**config.mk**
```make
export PLATFORM = sky130hd
export DESIGN_NAME = expmod_uart_bridge
export DESIGN_NICKNAME = d
export VERILOG_FILES = /design/src/rtl/expmod_uart_pkg.sv /design/src/rtl/byte_shift_assembler.sv /design/src/rtl/expmod_uart_bridge.sv
export SDC_FILE = /design/constraint.sdc
export NUM_CORES = 1
export LEC_CHECK = 0
export CORE_ASPECT_RATIO = 1.75
export CORE_MARGIN = 3
export CORE_UTILIZATION = 46
export DETAILED_ROUTE_END_ITERATION = 16
export DONT_BUFFER_PORTS = 1
export GPL_ROUTABILITY_DRIVEN = 0
export SYNTH_ARGS = -nofsm -noshare
export SYNTH_HDL_FRONTEND = slang
export SYNTH_SLANG_ARGS = --single-unit
```
**constraint.sdc**
```tcl
create_clock -name clk_in -period 7.2 [get_ports clk_in]
set_clock_uncertainty 0.1 [all_clocks]
set_input_delay 0.72 -clock clk_in [delete_from_list [all_inputs] [get_ports clk_in]]
set_output_delay 0.72 -clock clk_in [all_outputs]
set_load 0.1 [all_outputs]
```
**src/rtl/expmod_uart_pkg.sv**
```systemverilog
// Shared constants and state encoding for the UART front-end of the
// modular-exponentiation engine.
package expmod_uart_pkg;

    localparam logic [7:0] DEFAULT_SYNC  = 8'hA5;

    localparam logic [7:0] OP_FULL       = 8'h01;
    localparam logic [7:0] OP_VALUE      = 8'h02;

    localparam logic [7:0] ST_OK         = 8'h00;
    localparam logic [7:0] ST_BAD_OPCODE = 8'hE1;
    localparam logic [7:0] ST_ZERO_MOD   = 8'hE2;

    typedef enum logic [2:0] {
        S_IDLE,
        S_OPCODE,
        S_RX_OPS,
        S_LAUNCH,
        S_WAIT,
        S_TX_SYNC,
        S_TX_STATUS,
        S_TX_DATA
    } state_t;

endpackage

```
**src/rtl/byte_shift_assembler.sv**
```systemverilog
// WIDTH-bit staging register that shifts in one byte at a time, MSB byte
// first. Bits pushed above WIDTH fall off, so pad bits of the first byte
// of an operand never reach the word.
module byte_shift_assembler #(
    parameter int WIDTH = 16
) (
    input  logic             clk,
    input  logic             rst,
    input  logic             clear,
    input  logic             load,
    input  logic [7:0]       byte_in,
    output logic [WIDTH-1:0] word
);

    // Clear at the start of a frame, otherwise shift the new byte in at the LSB end.
    always_ff @(posedge clk or posedge rst) begin
        if (rst) begin
            word <= '0;
        end else if (clear) begin
            word <= '0;
        end else if (load) begin
            word <= WIDTH'({word, byte_in});
        end
    end

endmodule

```
**src/rtl/expmod_uart_bridge.sv**
```systemverilog
// UART command front-end for the modular-exponentiation engine: parses
// SYNC/OPCODE/operand frames, launches the engine and returns
// SYNC, status and the result bytes MSB-first.
module expmod_uart_bridge
    import expmod_uart_pkg::*;
#(
    parameter int         WIDTH     = 16,
    parameter logic [7:0] SYNC_BYTE = DEFAULT_SYNC,
    parameter int         TIMEOUT   = 1000000
) (
    input  logic             clk_in,
    input  logic             rst_in,
    input  logic             rx_valid_in,
    input  logic [7:0]       rx_byte_in,
    input  logic             tx_busy_in,
    output logic             tx_valid_out,
    output logic [7:0]       tx_byte_out,
    output logic             start_out,
    output logic [WIDTH-1:0] value_out,
    output logic [WIDTH-1:0] exponent_out,
    output logic [WIDTH-1:0] modulus_out,
    input  logic             busy_in,
    input  logic             done_in,
    input  logic [WIDTH-1:0] result_in,
    output logic             overrun_out
);

    localparam int NB = (WIDTH + 7) / 8;
    localparam int RW = NB * 8;
    localparam int CW = (NB > 1) ? $clog2(NB) : 1;
    localparam logic [CW-1:0] LAST_BYTE = CW'(NB - 1);
    localparam int TO_W = (TIMEOUT > 1) ? $clog2(TIMEOUT) : 1;
    localparam logic [TO_W-1:0] TO_LAST = TO_W'((TIMEOUT > 0) ? TIMEOUT - 1 : 0);

    state_t            state;
    logic [CW-1:0]     byte_cnt;
    logic [1:0]        op_sel;
    logic              op_full;
    logic [7:0]        status;
    logic [RW-1:0]     tx_data;
    logic              tx_gap;
    logic [TO_W-1:0]   idle_cnt;
    logic              timed_out;
    logic              tx_ready;

    logic              is_op;
    logic              stg_clear;
    logic              ld_val;
    logic              ld_exp;
    logic              ld_mod;
    logic [WIDTH-1:0]  stg_val;
    logic [WIDTH-1:0]  stg_exp;
    logic [WIDTH-1:0]  stg_mod;

    // Value an operand takes once the byte on rx_byte_in is shifted into it.
    function automatic logic [WIDTH-1:0] shift_in(input logic [WIDTH-1:0] w, input logic [7:0] b);
        return WIDTH'({w, b});
    endfunction

    assign timed_out = (TIMEOUT != 0) && (idle_cnt == TO_LAST);
    // One idle cycle after every strobe lets the transmitter raise its busy flag.
    assign tx_ready  = !tx_gap && !tx_busy_in;

    // Staging control: clear on a valid opcode, load the operand being received.
    always_comb begin
        is_op     = (rx_byte_in == OP_FULL) || (rx_byte_in == OP_VALUE);
        stg_clear = (state == S_OPCODE) && rx_valid_in && is_op;
        ld_val    = (state == S_RX_OPS) && rx_valid_in && (op_sel == 2'd0);
        ld_exp    = (state == S_RX_OPS) && rx_valid_in && (op_sel == 2'd1);
        ld_mod    = (state == S_RX_OPS) && rx_valid_in && (op_sel == 2'd2);
    end

    byte_shift_assembler #(.WIDTH(WIDTH)) u_stg_val (
        .clk(clk_in), .rst(rst_in), .clear(stg_clear), .load(ld_val), .byte_in(rx_byte_in), .word(stg_val)
    );
    byte_shift_assembler #(.WIDTH(WIDTH)) u_stg_exp (
        .clk(clk_in), .rst(rst_in), .clear(stg_clear), .load(ld_exp), .byte_in(rx_byte_in), .word(stg_exp)
    );
    byte_shift_assembler #(.WIDTH(WIDTH)) u_stg_mod (
        .clk(clk_in), .rst(rst_in), .clear(stg_clear), .load(ld_mod), .byte_in(rx_byte_in), .word(stg_mod)
    );

    // Frame parser, engine handshake and TX serialiser with registered outputs.
    always_ff @(posedge clk_in or posedge rst_in) begin
        if (rst_in) begin
            state        <= S_IDLE;
            byte_cnt     <= '0;
            op_sel       <= '0;
            op_full      <= 1'b0;
            status       <= '0;
            tx_data      <= '0;
            tx_gap       <= 1'b0;
            idle_cnt     <= '0;
            tx_valid_out <= 1'b0;
            tx_byte_out  <= '0;
            start_out    <= 1'b0;
            value_out    <= '0;
            exponent_out <= '0;
            modulus_out  <= '0;
            overrun_out  <= 1'b0;
        end else begin
            start_out    <= 1'b0;
            tx_valid_out <= 1'b0;
            tx_gap       <= 1'b0;
            case (state)
                S_IDLE: begin
                    if (rx_valid_in && (rx_byte_in == SYNC_BYTE)) begin
                        state    <= S_OPCODE;
                        idle_cnt <= '0;
                    end
                end
                S_OPCODE: begin
                    if (rx_valid_in) begin
                        idle_cnt <= '0;
                        if (is_op) begin
                            op_full  <= (rx_byte_in == OP_FULL);
                            op_sel   <= '0;
                            byte_cnt <= '0;
                            state    <= S_RX_OPS;
                        end else begin
                            status  <= ST_BAD_OPCODE;
                            tx_data <= '0;
                            state   <= S_TX_SYNC;
                        end
                    end else if (timed_out) begin
                        state <= S_IDLE;
                    end else begin
                        idle_cnt <= idle_cnt + 1'b1;
                    end
                end
                S_RX_OPS: begin
                    if (rx_valid_in) begin
                        idle_cnt <= '0;
                        if (byte_cnt == LAST_BYTE) begin
                            byte_cnt <= '0;
                            // Live operands change only when the whole frame is in.
                            if (!op_full) begin
                                value_out <= shift_in(stg_val, rx_byte_in);
                                state     <= S_LAUNCH;
                            end else if (op_sel == 2'd2) begin
                                value_out    <= stg_val;
                                exponent_out <= stg_exp;
                                modulus_out  <= shift_in(stg_mod, rx_byte_in);
                                state        <= S_LAUNCH;
                            end else begin
                                op_sel <= op_sel + 2'd1;
                            end
                        end else begin
                            byte_cnt <= byte_cnt + 1'b1;
                        end
                    end else if (timed_out) begin
                        state <= S_IDLE;
                    end else begin
                        idle_cnt <= idle_cnt + 1'b1;
                    end
                end
                S_LAUNCH: begin
                    if (modulus_out == '0) begin
                        status  <= ST_ZERO_MOD;
                        tx_data <= '0;
                        state   <= S_TX_SYNC;
                    end else if (!busy_in) begin
                        start_out <= 1'b1;
                        state     <= S_WAIT;
                    end
                end
                S_WAIT: begin
                    if (done_in) begin
                        status  <= ST_OK;
                        tx_data <= RW'(result_in);
                        state   <= S_TX_SYNC;
                    end
                end
                S_TX_SYNC: begin
                    if (tx_ready) begin
                        tx_valid_out <= 1'b1;
                        tx_byte_out  <= SYNC_BYTE;
                        tx_gap       <= 1'b1;
                        state        <= S_TX_STATUS;
                    end
                end
                S_TX_STATUS: begin
                    if (tx_ready) begin
                        tx_valid_out <= 1'b1;
                        tx_byte_out  <= status;
                        tx_gap       <= 1'b1;
                        byte_cnt     <= '0;
                        state        <= S_TX_DATA;
                    end
                end
                S_TX_DATA: begin
                    if (tx_ready) begin
                        tx_valid_out <= 1'b1;
                        tx_byte_out  <= tx_data[RW-1 -: 8];
                        tx_data      <= tx_data << 8;
                        tx_gap       <= 1'b1;
                        if (byte_cnt == LAST_BYTE) begin
                            state <= S_IDLE;
                        end else begin
                            byte_cnt <= byte_cnt + 1'b1;
                        end
                    end
                end
                default: state <= S_IDLE;
            endcase
            if (rx_valid_in && (state inside {S_LAUNCH, S_WAIT, S_TX_SYNC, S_TX_STATUS, S_TX_DATA})) begin
                overrun_out <= 1'b1;
            end
        end
    end

endmodule

```
# == After elaboration in Yosys (flattened, before gate mapping) ==
# Index checks and enable logic that the tools add are counted.
# word_totals
register_bits,150
input_bits,30
out_inout_bits,59
# op_classes
n_addsub,3
n_eq_ne,32
muxes,63
n_reduce_logical,37
# op_table
cell,count
16-bit two-way mux,11
8-bit two-way mux,9
16-bit case mux with 4 select lines,1
20-bit two-way mux,3
8-bit case mux with 3 select lines,2
3-bit two-way mux,15
20-bit case mux with 2 select lines,1
"2-bit != test, second input constant",14
3-bit case mux with 8 select lines,1
"20-bit by 1-bit adder with 20-bit output, second input constant",1
"20-bit equality test, second input constant",1
16-bit zero test,1
"3-bit equality test, second input constant",4
1-bit two-way mux,12
2-bit two-way mux,6
6-bit AND reduction,2
5-bit AND reduction,2
2-bit nonzero test,5
1-bit logical AND,9
"3-bit != test, second input constant",3
9-bit AND reduction,1
"8-bit by 1-bit equality test with 1-bit output, second input constant",1
"8-bit by 2-bit equality test with 1-bit output, second input constant",1
"8-bit equality test, second input constant",1
22 further kinds,28

# == Depth between registers and ports, before layout ==
# Gate-level depths: netlist of the first run.
# depth
ltp_word,6
depth_mapped,9
ltp_nobuf,7

# == Hierarchy ==
# Synthesis of the first run repeated with hierarchy kept, for this count alone.
# unflattened
hier_cells,664
hier_area_um2,7299.5
# modules_own_cells
module,n_inst,cells_each,area_each_um2,seq_area_each_um2
expmod_uart_bridge,1,505,5306.3,2627.5
byte_shift_assembler,3,53,664.4,400.4

# == Worst setup path before layout of the first run ==
# OpenSTA, ideal clock, no wires.
# synth_timing
kind,in2reg
start,input rx_valid_in
end,register idle_cnt[7]
setup_time_ns,0.077
arrival_time_ns,2.372
setup_slack_ns,4.651
cell_stages,7
path_buffers,2
path_cell_list,clkbuf_1 -> nand4_1 -> o31ai_4 -> o211ai_4 -> buf_6 -> or4_1 -> a21oi_2
# synth_between
elab_chain_len,3
elab_cells_between_ends,6
classes_between,eq/ne (2); mux (2); reduce/logical (2)
# synth_lines
item,line,rtl
from (decl),expmod_uart_bridge.sv:13,"input logic rx_valid_in,"
1-bit logical AND,expmod_uart_bridge.sv:107,if (rx_valid_in && (rx_byte_in == SYNC_BYTE)) begin
2-bit != test (no source line),-,
3-bit AND reduction (no source line),-,
to (signal assigned),expmod_uart_bridge.sv:128,idle_cnt <= idle_cnt + 1'b1;
to (signal assigned),expmod_uart_bridge.sv:154,idle_cnt <= idle_cnt + 1'b1;
to (decl),expmod_uart_bridge.sv:42,logic [TO_W-1:0] idle_cnt;
# Several ways; a longest one is shown, not always the timed one.
# A chain may end at the register's enable or synchronous reset.

# == Worst setup path in the final report of the first run ==
# layout_timing
start,register state[1]
end,register modulus_out[7]
# layout_between
elab_chain_len,2
# layout_lines
item,line,rtl
from (decl),expmod_uart_bridge.sv:35,state_t state;
from (signal assigned),expmod_uart_bridge.sv:86,state <= S_IDLE;
from (signal assigned),expmod_uart_bridge.sv:108,state <= S_OPCODE;
from (signal assigned),expmod_uart_bridge.sv:119,state <= S_RX_OPS;
3-bit by 2-bit equality test with 1-bit output,expmod_uart_bridge.sv:105,case (state)
5-bit AND reduction (no source line),-,
to (signal assigned),expmod_uart_bridge.sv:143,"modulus_out <= shift_in(stg_mod, rx_byte_in);"
to (decl),expmod_uart_bridge.sv:21,"output logic [WIDTH-1:0] modulus_out,"
# Every way passes these cells.

==> results of run 1 <==
==> kinds of logic (layout without fill, tap and decap cells) <==
group | count (synthesis) | count (layout)
buffers and inverters | 55 | 48
XOR/XNOR | 1 | 1
flip-flops | 145 | 145
multiplexers | 52 | 52
adder cells (fa/ha/maj) | 4 | 4
AO/OA/AOI/OAI | 177 | 177
AND/OR/NAND/NOR | 223 | 223
==> critical path, delay by kind of cell (launching register included) <==
| kind | cells | cell delay, ns |
|---|---|---|
| simple gates | 3 | 1.38 |
| buf+inv | 1 | 0.47 |
| flops | 1 | 0.77 |
| mux | 1 | 0.30 |
==> flip-flops by register name, indices dropped and copies added, names as in the netlist, 2 cells and up <==
register / count
value_out: 16
u_stg_exp.word: 16
modulus_out: 16
status: 3
idle_cnt: 20
u_stg_val.word: 16
op_sel: 2
tx_byte_out: 8
exponent_out: 16
state: 3
tx_data: 16
u_stg_mod.word: 8
==> final cells by class <==
type | instances | area share [%]
Clock buffer | 18 | 5.81
Inverter | 12 | 0.678
Multi-Input combinational cell | 457 | 38.9
Sequential cell | 145 | 49.1
Timing Repair Buffer | 4 | 0.407
Tap cell | 180 | 3.05
Clock inverter | 14 | 2.03
==> layer usage <==
layer / GRT usage, % / share of wire, % / up-vias / wire length [µm]
li1: - / - / 2301 / -
met1: 23.6 / 39 / 2407 / 5980
met2: 32.0 / 54 / 132 / 8220
met3: 6.33 / 6.0 / 13 / 916
met4: 7.53 / 1.3 / 0 / 200
met5: 0 / 0 / - / 0
==> cell usage in the layout (no fill, tap or decap), types with 6 or more instances in the layout <==
| master | netlist | routed |
|---|---|---|
| a21oi_1 | 33 | 33 |
| a21oi_2 | 15 | 15 |
| a22o_1 | 8 | 8 |
| a22oi_1 | 8 | 8 |
| and3_1 | 7 | 7 |
| clkbuf_16 | 0 | 17 |
| dfrtp_1 | 145 | 145 |
| inv_1 | 12 | 11 |
| mux2_2 | 31 | 31 |
| mux2i_1 | 19 | 19 |
| nand2_1 | 126 | 126 |
| nand3_1 | 16 | 16 |
| nand4_1 | 7 | 7 |
| nor2_1 | 6 | 6 |
| nor3_1 | 7 | 7 |
| o21ai_0 | 43 | 43 |
| o21ai_1 | 24 | 24 |
| o31ai_1 | 9 | 9 |
| or3_1 | 8 | 8 |
| or4_1 | 9 | 9 |
==> how the worst max path moves through the flow <==
stage / from / endpoint / slack, ns / depth (start not counted)
global placement: state[2] / exponent_out[3] / 4.17 / 5
detailed placement: state[1] / modulus_out[5] / 4.04 / 5
CTS: state[1] / modulus_out[7] / 4.01 / 5
floorplan: rst_in / byte_cnt / 2.49 / 1
global route: state[1] / modulus_out[15] / 3.80 / 5
finish: state[1] / modulus_out[7] / 4.04 / 5
==> power by group <==
part / total, mW / internal, mW / switching (mW) / leakage (nW)
Sequential: 1.06 / 0.872 / 0.188 / 2.00
Clock: 0.855 / 0.487 / 0.368 / 0.278
Combinational: 0.405 / 0.137 / 0.268 / 1.04
==> key figures, run 1 <==
Status
  • Status: complete, no violations

Clocking
  • CTS resizes: 0
  • CTS HTree Levels: 4
  • Setup repair bufs after CTS: 0
  • Clk_lat worst skew: 0.42 ns
  • Clock sink total: 145
  • # hold bufs at CTS: 0
  • Inserted Clock Buffers: 17
  • CTS tree: done
  • CTS Buffer Depth: 2
  • Clock Pin Slew Worst Setup and Hold Paths: 0.07 ns
  • CTS Root Cell: clkbuf_16

Layout
  • Final nets: 671
  • Fillers: 1266
  • Final core occ: 51.1%
  • Final Instance Area: 7380 µm²
  • Layout Cells excl Fill: 830
  • Area delta synth->final: 8.59%
  • Layout cells sized above 1: 15.2%
  • Multi-input logic area: 2870 µm²
  • Diode count: 0
  • Reg area: 3630 µm²

Placement
  • Port buffer count: 0
  • DP Area: 6810 µm²
  • Placed Cells: 798
  • Setup WS pre-CTS: 4.04 ns
  • Detailed Place HPWL: 10500 µm

Worst hold path
  • Worst Hold Class: input port to async pin

Synthesis
  • Yosys warning total: 0
  • Register area share after synthesis: 53.4%
  • Average size of a mapped cell: 10.4 µm²
  • Synth Area in Compound Gates: 16.9%
  • Simple-gate portion of the synthesized area: 16.1%
  • Main combinational cell family by area after synthesis: compound AO/OA/AOI/OAI gates
  • Post-synth EDFFs: 0
  • Xor and xnor area share after synthesis: 0.129%
  • Synth async-reset ratio: 100%
  • Mapped Area: 6800 µm²
  • Most instantiated library cell after synthesis: dfrtp_1
  • Netlist cell types: 67
  • Cell taking the most area after synthesis: dfrtp_1
  • Ranking of synthesized cells by area: dfrtp_1 53%, nand2_1 7.0%, mux2_2 5.1%, o21ai_0 3.2%, mux2i_1 2.8%
  • Post-Synth Adder-Cell Area: 0.736%
  • Synth top cells by count: 145 x dfrtp_1, 126 x nand2_1, 43 x o21ai_0, 33 x a21oi_1, 31 x mux2_2
  • Synth Register Bits: 145
  • Primary FF master, synth: dfrtp_1
  • Top-area cell type share of the netlist area: 53.4%
  • Synthesized instance count: 657
  • Post-synthesis mux area share: 8.26%
  • Synthesized Nets: 691

Critical path
  • Maximum fanout along the worst path: 25
  • Reg2Reg Depth: 5
  • Worst r2r dst: modulus_out[7]
  • Register-to-register setup slack: 4.04 ns
  • Crit path DAT: 3.35 ns
  • Slowest stage delay, CP: 0.77 ns
  • Worst Setup Start Kind: flip-flop
  • CP required: 7.39 ns
  • Crit-path cells: and4bb_2, and2_1, nand3_1, buf_4, mux2_2
  • Setup CP Type: flip-flop to flip-flop
  • Worst R2R Start: state[1]
  • Critical Path Sink Type: flip-flop
  • Highest-delay cell along the critical path: dfrtp_1

Route
  • Vias: 4853
  • Remaining DRCs: 0
  • Post-DR wirelength/cell: 18.5 µm
  • WL final: 15300 µm
  • Post-DR vias/cell: 5.85
  • Routed Antenna Nets: 0
  • Initial DRT Pass Iterations: 5
  • DR iter-0 viols: 226

Power
  • Total power: 2.32 mW
  • Pleak: 3.31 nW
  • PwrDens: 314 nW/µm²
  • Peak VDD IR: 196 µV

STA
  • Final setup fails: 0
  • Tmin final: 3.16 ns
  • Setup Total Neg Slack: 0 ns
  • Fmax: 317 MHz
  • Worst slew margin: 31.9%
  • RSZ-0062 raised after global routing: no
  • Min Hold Slack: 0.165 ns
  • Measured slew at the worst slew-check pin: 1.01 ns
  • Fin. max-slew vios: 0
  • Worst Slack Setup Final: 4.04 ns
  • Final hold vios: 0
  • Period Utilization, post-route: 43.8%

Global route
  • Total gr overflow: 0
  • Largest net degree at the start of global routing: 81
  • GRT Total Usage: 19.4%
  • Global-route wire length before repair: 25600 µm
  • Antenna violations before repair: 0
  • Vias in the first global route: 4879

Die
  • Die area: 16300 µm²
  • Die Y: 167 µm
  • Core area: 14400 µm²
  • Initial core utilization: 47.1%
  • Die Wd: 97.9 µm
  • IO Pins: 89
  • Row cnt: 58

Run
  • Max-cap violation count: 0
(Power assumes the default switching activity.)
==> inputs of run 2 (changes only) <==
- ABC_AREA: not set -> 1
- clock period: 7.2 -> 3.24 ns (I/O delays scaled with it)
==> key figures, run 2 <==
Status
  • Status: complete, no violations

Clocking
  • CTS Root Cell: clkbuf_16
  • CTS tree: done
  • Clk_lat worst skew: 0.41 ns
  • CTS Buffer Depth: 2
  • Setup repair bufs after CTS: 0
  • CTS HTree Levels: 4
  • Clock Pin Slew Worst Setup and Hold Paths: 0.06 ns
  • Inserted Clock Buffers: 17
  • Clock sink total: 145

Placement
  • Detailed Place HPWL: 12200 µm
  • DP Area: 7210 µm²
  • Port buffer count: 0

Die
  • Core area: 14500 µm²
  • Die Y: 168 µm
  • Die area: 16500 µm²
  • Die Wd: 98.5 µm
  • IO Pins: 89
  • Initial core utilization: 47.5%
  • Row cnt: 58

Synthesis
  • Post-synth EDFFs: 0
  • Most instantiated library cell after synthesis: nand2_1
  • Synth Area in Compound Gates: 13.0%
  • Primary FF master, synth: dfrtp_1
  • Xor and xnor area share after synthesis: 0.763%
  • Simple-gate portion of the synthesized area: 23.6%
  • Post-Synth Adder-Cell Area: 0.726%
  • Netlist cell types: 38
  • Synth Register Bits: 145
  • Register area share after synthesis: 52.7%
  • Ranking of synthesized cells by area: dfrtp_1 53%, nand2_1 12%, o21ai_0 6.7%, inv_1 5.1%, nor2_1 4.8%
  • Synth async-reset ratio: 100%
  • Cell taking the most area after synthesis: dfrtp_1
  • Synthesized instance count: 843
  • Average size of a mapped cell: 8.18 µm²
  • Main combinational cell family by area after synthesis: simple AND/OR/NAND/NOR gates
  • Synthesized Nets: 877
  • Top-area cell type share of the netlist area: 52.7%
  • Mapped Area: 6890 µm²
  • Synth top cells by count: 229 x nand2_1, 145 x dfrtp_1, 93 x inv_1, 92 x o21ai_0, 89 x nor2_1
  • Yosys warning total: 0
  • Post-synthesis mux area share: 1.96%

Critical path
  • Worst Setup Start Kind: flip-flop
  • Crit path max-delay family: simple AND/OR/NAND/NOR gates
  • Maximum fanout along the worst path: 18
  • Slowest stage delay, CP: 0.53 ns
  • Critical Path Sink Type: flip-flop
  • CP required: 3.47 ns
  • Crit path DAT: 2.66 ns
  • Setup CP Type: flip-flop to flip-flop
  • Worst Path Buf+Inv: 3
  • Crit-path cells: nor3_4, inv_2, nand2_2, nand2_2, nor2_1, nor2_2, buf_4, inv_2, nand2_1, o21ai_0
  • Highest-delay cell along the critical path: dfrtp_1

STA
  • Final hold vios: 0
  • Measured slew at the worst slew-check pin: 0.953 ns
  • Min Hold Slack: 0.00990 ns
  • Fmax: 411 MHz
  • Fin. max-slew vios: 0
  • Worst slew margin: 36.4%
  • Tmin final: 2.43 ns
  • Final setup fails: 0
  • RSZ-0062 raised after global routing: no
  • Setup Total Neg Slack: 0 ns
  • Period Utilization, post-route: 75.0%

Route
  • Post-DR wirelength/cell: 16.1 µm
  • Post-DR vias/cell: 5.31
  • DR iter-0 viols: 262
  • Remaining DRCs: 0
  • WL final: 17200 µm
  • Initial DRT Pass Iterations: 5
  • Routed Antenna Nets: 0
  • Vias: 5679

Layout
  • Final Instance Area: 7980 µm²
  • Commonest non-fill, non-tap cell in the layout: nand2_1
  • Final nets: 910
  • Reg area: 3630 µm²
  • Commonest cells after routing, fill and taps aside: 229 x nand2_1, 145 x dfrtp_1, 92 x o21ai_0, 92 x inv_1, 88 x nor2_1
  • Biggest register: idle_cnt
  • Area delta synth->final: 15.8%
  • Number of flip-flops in the largest register: 20
  • Multi-input logic area: 2760 µm²
  • Final core occ: 55.0%
  • Fillers: 1342
  • Layout cells sized above 1: 9.79%
  • Diode count: 0

Worst hold path
  • Worst Hold Class: input port to flip-flop

Power
  • Peak VDD IR: 468 µV
  • PwrDens: 862 nW/µm²
  • Pleak: 3.96 nW

Global route
  • GRT Total Usage: 21.4%
  • M1 GR Usage: 23.8%
  • Met3 GRT Util: 3.81%
  • GR peak layer: met2
  • Antenna violations before repair: 0
  • Global-route wire length before repair: 28600 µm
  • Total gr overflow: 0
  • Largest net degree at the start of global routing: 64
  • Met2 Usage GRT: 39.7%
  • Vias in the first global route: 5712

Run
  • Max-cap violation count: 0
[run 2: changes by cell type in the layout (fill, tap and decap cells not counted), sizes merged, moves of 23 or more]
cell	delta
nand3	+27
nand2	+107
inv	+89
o21ai	+26
nor2	+88
mux2	-23
[run 2: what timing repair did]
item                                   4_1_cts  5_1_grt
resized for setup                            0        0
setup endpoints to repair                    0        0
hold buffers                                18        0
endpoints found under the hold margin       65        0
[run 2: cell families after synthesis]
group                    after synthesis
AND/OR/NAND/NOR                      390
adder cells (fa/ha/maj)                4
AO/OA/AOI/OAI                        160
buffers and inverters                128
multiplexers                          10
XOR/XNOR                               6
flip-flops                           145
[run 2: tightest hold or removal path, cell delays in order]
cell and delay, ns:
nor3_1 0.03, nand2_1 0.05, o21ai_0 0.07
[run 2: path summary, 6_finish.rpt]
check	from	endpoint	slack, ns	cells past startpoint
setup / recovery	state[2]	idle_cnt[2]	0.81	10
hold / removal	rx_valid_in	idle_cnt[6]	0.01	3
setup reg to reg	state[2]	idle_cnt[2]	0.81	10
hold reg to reg	status[0]	status[0]	0.38	2
max in group asynchronous	rst_in	byte_cnt	1.77	3
min in group asynchronous	rst_in	modulus_out[6]	0.48	2
[run 2: layout make-up]
class,instances,share of cell area [%]
flip-flops and latches,145,45.5
multi-input cells,570,34.6
clock buffers,18,5.38
repair buffers,44,5.02
inverters,98,4.66
well taps,180,2.82
clock inverters,14,2.10
[run 2: routing by layer]
layer / vias up / part of all wire (%)
li1: 2785 / -
met1: 2699 / 38
met2: 162 / 56
met3: 33 / 4.1
met4: 0 / 2.7
met5: - / 0
[run 2: per-stage QoR]
| step | cells | power [mW] | worst slack (ns) |
|---|---|---|---|
| final | 1069 | 6.88 | 0.809 |
| after global routing | 1069 | 7.28 | 0.556 |
| after CTS | 1069 | 6.93 | 0.811 |
| after detailed placement | 1019 | 4.89 | 0.822 |
| after global placement | 1019 | 4.82 | 0.938 |
| after floorplan | 843 | 4.48 | 0.997 |
[run 2: where the power goes]
| group | leakage, nW | total [mW] | switching [mW] | internal [mW] |
|---|---|---|---|---|
| sequential | 1.92 | 3.39 | 1.20 | 2.19 |
| clock | 0.287 | 1.99 | 0.830 | 1.16 |
| combinational | 1.75 | 1.49 | 1.02 | 0.477 |
| total | 3.96 | 6.88 | 3.05 | 3.83 |
